File: src/rtl/r_format_seq_ctrl.sv
// Multi-cycle FETCH/DECODE/EXEC/WB sequencer for the R-format datapath.
// Owns PC and IR, decodes funct to an ALU opcode, and strobes the RF write once per retired instruction.
module r_format_seq_ctrl #(
   parameter logic [31:0] PC_RESET = 32'h0000_0000,
   parameter logic [31:0] PC_STEP  = 32'd4
) (
   input  logic        clk,
   input  logic        rst_n,
   input  logic        start,
   input  logic        halt_req,
   input  logic [31:0] instr,
   output logic [31:0] pc_out,
   output logic [4:0]  rs_addr,
   output logic [4:0]  rt_addr,
   output logic [4:0]  rd_addr,
   output logic [4:0]  shamt,
   output logic [2:0]  alu_ctrl,
   output logic        rf_we,
   output logic        busy,
   output logic        illegal,
   output logic [15:0] retired_cnt
);

   typedef enum logic [2:0] {
      S_IDLE,
      S_FETCH,
      S_DECODE,
      S_EXEC,
      S_WB,
      S_TRAP
   } state_e;

   localparam logic [2:0] ALU_ADD = 3'd0;
   localparam logic [2:0] ALU_SUB = 3'd1;
   localparam logic [2:0] ALU_AND = 3'd2;
   localparam logic [2:0] ALU_OR  = 3'd3;
   localparam logic [2:0] ALU_SLT = 3'd4;
   localparam logic [2:0] ALU_SRL = 3'd5;
   localparam logic [2:0] ALU_SLL = 3'd6;

   state_e      state_q, state_d;
   logic [31:0] pc_q, pc_d;
   logic [31:0] ir_q, ir_d;
   logic [2:0]  alu_q, alu_d;
   logic        illegal_q, illegal_d;
   logic [15:0] cnt_q, cnt_d;
   logic        halt_q, halt_d;

   function automatic logic is_legal(input logic [31:0] ir);
      logic ok;
      ok = 1'b0;
      if (ir[31:26] == 6'd0) begin
         case (ir[5:0])
            6'h20, 6'h22, 6'h24, 6'h25, 6'h2A, 6'h02, 6'h00: ok = 1'b1;
            default:                                           ok = 1'b0;
         endcase
      end
      return ok;
   endfunction

   function automatic logic [2:0] funct_to_alu(input logic [5:0] funct);
      logic [2:0] op;
      case (funct)
         6'h20:   op = ALU_ADD;
         6'h22:   op = ALU_SUB;
         6'h24:   op = ALU_AND;
         6'h25:   op = ALU_OR;
         6'h2A:   op = ALU_SLT;
         6'h02:   op = ALU_SRL;
         default: op = ALU_SLL;
      endcase
      return op;
   endfunction

   always_ff @(posedge clk or negedge rst_n) begin
      if (!rst_n) begin
         state_q   <= S_IDLE;
         pc_q      <= PC_RESET;
         ir_q      <= 32'd0;
         alu_q     <= ALU_ADD;
         illegal_q <= 1'b0;
         cnt_q     <= 16'd0;
         halt_q    <= 1'b0;
      end else begin
         state_q   <= state_d;
         pc_q      <= pc_d;
         ir_q      <= ir_d;
         alu_q     <= alu_d;
         illegal_q <= illegal_d;
         cnt_q     <= cnt_d;
         halt_q    <= halt_d;
      end
   end

   always_comb begin
      state_d   = state_q;
      pc_d      = pc_q;
      ir_d      = ir_q;
      alu_d     = alu_q;
      illegal_d = illegal_q;
      cnt_d     = cnt_q;
      halt_d    = halt_q;
      rf_we     = 1'b0;
      case (state_q)
         S_IDLE: begin
            // halt_req is deliberately not latched here, so start+halt starts a run
            if (start) state_d = S_FETCH;
         end
         S_FETCH: begin
            ir_d    = instr;
            halt_d  = halt_q | halt_req;
            state_d = S_DECODE;
         end
         S_DECODE: begin
            halt_d = halt_q | halt_req;
            if (is_legal(ir_q)) begin
               alu_d   = funct_to_alu(ir_q[5:0]);
               state_d = S_EXEC;
            end else begin
               illegal_d = 1'b1;
               state_d   = S_TRAP;
            end
         end
         S_EXEC: begin
            halt_d  = halt_q | halt_req;
            state_d = S_WB;
         end
         S_WB: begin
            // a halt arriving in WB still lets this instruction retire, then stops
            rf_we = (ir_q[15:11] != 5'd0);
            pc_d  = pc_q + PC_STEP;
            cnt_d = cnt_q + 16'd1;
            if (halt_q || halt_req) begin
               halt_d  = 1'b0;
               state_d = S_IDLE;
            end else begin
               state_d = S_FETCH;
            end
         end
         S_TRAP: begin
            state_d = S_TRAP;
         end
         default: begin
            state_d = S_IDLE;
         end
      endcase
   end

   assign pc_out      = pc_q;
   assign rs_addr     = ir_q[25:21];
   assign rt_addr     = ir_q[20:16];
   assign rd_addr     = ir_q[15:11];
   assign shamt       = ir_q[10:6];
   assign alu_ctrl    = alu_q;
   assign busy        = (state_q == S_FETCH) || (state_q == S_DECODE) ||
                        (state_q == S_EXEC)  || (state_q == S_WB);
   assign illegal     = illegal_q;
   assign retired_cnt = cnt_q;

endmodule
File: config.mk
export PLATFORM = sky130hd
export DESIGN_NAME = r_format_seq_ctrl
export DESIGN_NICKNAME = d
export VERILOG_FILES = /design/src/rtl/r_format_seq_ctrl.sv
export SDC_FILE = /design/constraint.sdc
export NUM_CORES = 1
export LEC_CHECK = 0
export BUFFER_PORTS_ARGS = -buffer_cell sky130_fd_sc_hd__buf_2
export CAP_MARGIN = 20
export CORE_MARGIN = 2
export CORE_UTILIZATION = 56
export CTS_CLUSTER_SIZE = 8
export DETAILED_ROUTE_END_ITERATION = 8
export PLACE_DENSITY = 0.85
export SYNTH_ARGS = -nofsm -noshare
export SYNTH_HDL_FRONTEND = slang
export SYNTH_SLANG_ARGS = --single-unit
File: constraint.sdc
create_clock -name clk -period 3.5 [get_ports clk]
set_input_delay 0.175 -clock clk [delete_from_list [all_inputs] [get_ports clk]]
set_output_delay 0.175 -clock clk [all_outputs]
set_load 0.01 [all_outputs]
==> qor.yml <==
status: "finished, final reports clean"
numCtsBuffers: 9
rsz0062_at_grt: "no"
p_total_mw: 3.23
synth.yosys.seq_area_share_pct: 55.4
finalCriticalPeriod_ns: 2.06
hold_viol_final: 0
cp-end-kind: "flip-flop"
core_sq_um: 6760
intPower_mw: 2.18
fp.dieH_um: 87.3
antenna_found_initial: 0
ys_top_cells_by_count: "86 x dfrtp_1, 34 x xnor2_1, 30 x mux2_2"
async_reset_ff_share_pct: 100
reg2reg_to: "pc_out[31]$_DFFE_PN0P_"
track_usage_pct: 20.1
grt_first_pass_wirelength_um: 11900
wl_per_cell_um: 14.8
fmax_mhz: 486
gp_congestion: 0.785
io_pins: 110
clockRootBuffer: "clkbuf_8"
leakage_nw: 2.29
synthCells: 320
critPathKind: "flip-flop to flip-flop"
multi_input_area_sq_um: 1490
n_fill_cell: 514
grt_pass1_vias: 2591
dieArea_sq_um: 7620
drv_cap: 0
synth_top_area_share_pct: 55.4
start_util_pct: 57.5
holdCritPathClass: "input pin to flip-flop"
yosysTopAreaCell: "dfrtp_1"
r2r_cells: 4
dr.pass1.iters: 4
ys_warn_count: 0
arrival_ns: 2.29
cp_max_fo: 9
yosys.cell_types.count: 41
startpoint_type: "flip-flop"
vdd_drop_max_mv: 0.514
antenna_cells: 0
htreeDepth: 3
cts_tree: "yes"
hpwl_um: 5320
postCtsSetupRepairBufs: 0
clock_sinks: 86
pwr-share-clk_pct: 23.7
tightest_slew_ns: 0.605
timing.hold.ws_ns: 0.0357
power_density_nw_per_um2: 704
final.setup.tns_ns: 0
cp-startpoint: "state_q[1]$_DFFE_PN0P_"
skew_ns: 0.0104
final_cells: 498
drt-initial-drc-count: 108
r2r_slack_ns: 1.44
synth_edf_count: 0
die_x_um: 87.3
grt.overflow.total: 0
crit_path_end: "pc_out[31]$_DFFE_PN0P_"
switchingPower_mw: 1.05
cp_data_required_time_ns: 3.73
netlist_area_sq_um: 3890
syn2layout_area_growth_pct: 18.0
synthTopCellsByArea: "dfrtp_1 55%, mux2_2 8.7%, xnor2_1 7.7%, buf_4 4.4%, xor2_1 2.5%"
place_inst: 480
vias: 2622
regArea_sq_um: 2150
synth_ff_type: "dfrtp_1"
yosysMostFrequentCell: "dfrtp_1"
viasPerCell: 5.27
slew_headroom_pct: 59.4
post-route-period-util_pct: 58.7
ys_ff_latch: 86
clockBufferDepth: 2
setup_viol: 0
final_nets: 451
final_layout_size_suffix_gt1_share_pct: 39.0
fin_util_pct: 67.9
p_seq_share_pct: 46.2
io_buffers: 107
clk_latency_ns: 0.34
clk_pin_slew_ns: 0.09
wl_um: 7370
finalMaxSlewViolations: 0
sw_frac_of_total_pct: 32.6
rows: 30
drc: 0
avgSynthCellArea_sq_um: 12.1
antenna_left: 0
reg2reg_from: "state_q[1]$_DFFE_PN0P_"
grt_max_degree: 87
p_comb_share_pct: 30.1
==> critical path, stage by stage (launching register included) <==
cell and delay, ns:
dfrtp_1 0.51, or3b_1 0.55, nor4_4 0.55, nand4_1 0.19
xnor2_1 0.15
==> how the worst min path moves through the flow <==
| stage | endpoint | depth (start not counted) | startpoint | slack [ns] |
|---|---|---|---|---|
| after global placement | ir_q[9]$_DFFE_PN0P_ | 2 | instr[9] | 0.39 |
| after detailed placement | ir_q[10]$_DFFE_PN0P_ | 2 | instr[10] | 0.40 |
| final | ir_q[1]$_DFFE_PN0P_ | 3 | instr[1] | 0.04 |
| after CTS | ir_q[1]$_DFFE_PN0P_ | 3 | instr[1] | 0.02 |
| after floorplan | alu_ctrl[0]$_DFFE_PN0P_ | 0 | rst_n | -0.12 |
| after global routing | ir_q[1]$_DFFE_PN0P_ | 3 | instr[1] | 0.03 |
==> state kept, by name, summed over array words and instances, names as in the netlist <==
register	count
pc_out	30
ir_q	32
alu_ctrl	3
illegal	1
retired_cnt	16
halt_q	1
state_q	3
==> stage by stage <==
step	setup slack, ns	instance area (sq um)
floorplan	1.66	3890
global placement	1.51	4330
detailed placement	1.45	4330
CTS	1.45	4550
global route	1.28	4590
finish	1.44	4590
==> per-layer routing <==
layer	GRT usage, %	wire length (um)	vias up
met5	0	0	-
met4	8.67	95	0
met3	4.27	332	10
met2	34.5	3810	74
met1	24.4	3140	1275
li1	-	-	1263
==> repair_timing <==
| action | in CTS | in global routing |
|---|---|---|
| gates resized for setup | 0 | 0 |
| hold endpoints to repair | 0 | 12 |
| hold buffers | 0 | 1 |
==> cell type report <==
type,count,share of cell area [%]
timing repair buffer,110,12.7
sequential,86,46.9
multi-input combinational,196,32.6
clock buffer,9,2.70
clock inverter,7,2.10
tap,80,2.18
inverter,10,0.818
==> logic make-up after synthesis <==
| logic type | count (synthesis) | synth area share [%] |
|---|---|---|
| other cells | 1 | 0.0965 |
| buf+inv | 39 | 6.47 |
| compound gates | 15 | 2.74 |
| flops | 86 | 55.4 |
| simple gates | 97 | 14.4 |
| fa+ha+maj | 2 | 0.644 |
| mux | 35 | 10.1 |
| xor+xnor | 45 | 10.1 |
==> power groups by stage <==
stage | registers [mW] | logic [mW] | clock network (mW)
floorplan | 1.46 | 0.839 | 0
global placement | 1.49 | 0.941 | 0
detailed placement | 1.51 | 0.976 | 0
CTS | 1.49 | 0.985 | 0.785
global route | 1.54 | 1.07 | 0.827
finish | 1.49 | 0.973 | 0.765
==> placed cells by master, fill, tap and decap left out, types with 3 or more instances in the layout <==
| master | n |
|---|---|
| buf_2 | 106 |
| dfrtp_1 | 86 |
| xnor2_1 | 34 |
| mux2_2 | 30 |
| nand2_1 | 19 |
| nand3_1 | 17 |
| nor2_1 | 14 |
| nand4_1 | 11 |
| xor2_1 | 11 |
| nor3_1 | 10 |
| inv_1 | 9 |
| clkbuf_8 | 9 |
| and3_1 | 7 |
| mux2_1 | 5 |
| o21ai_0 | 4 |
| nand2b_1 | 3 |
Power figures use the tool's default switching activity.
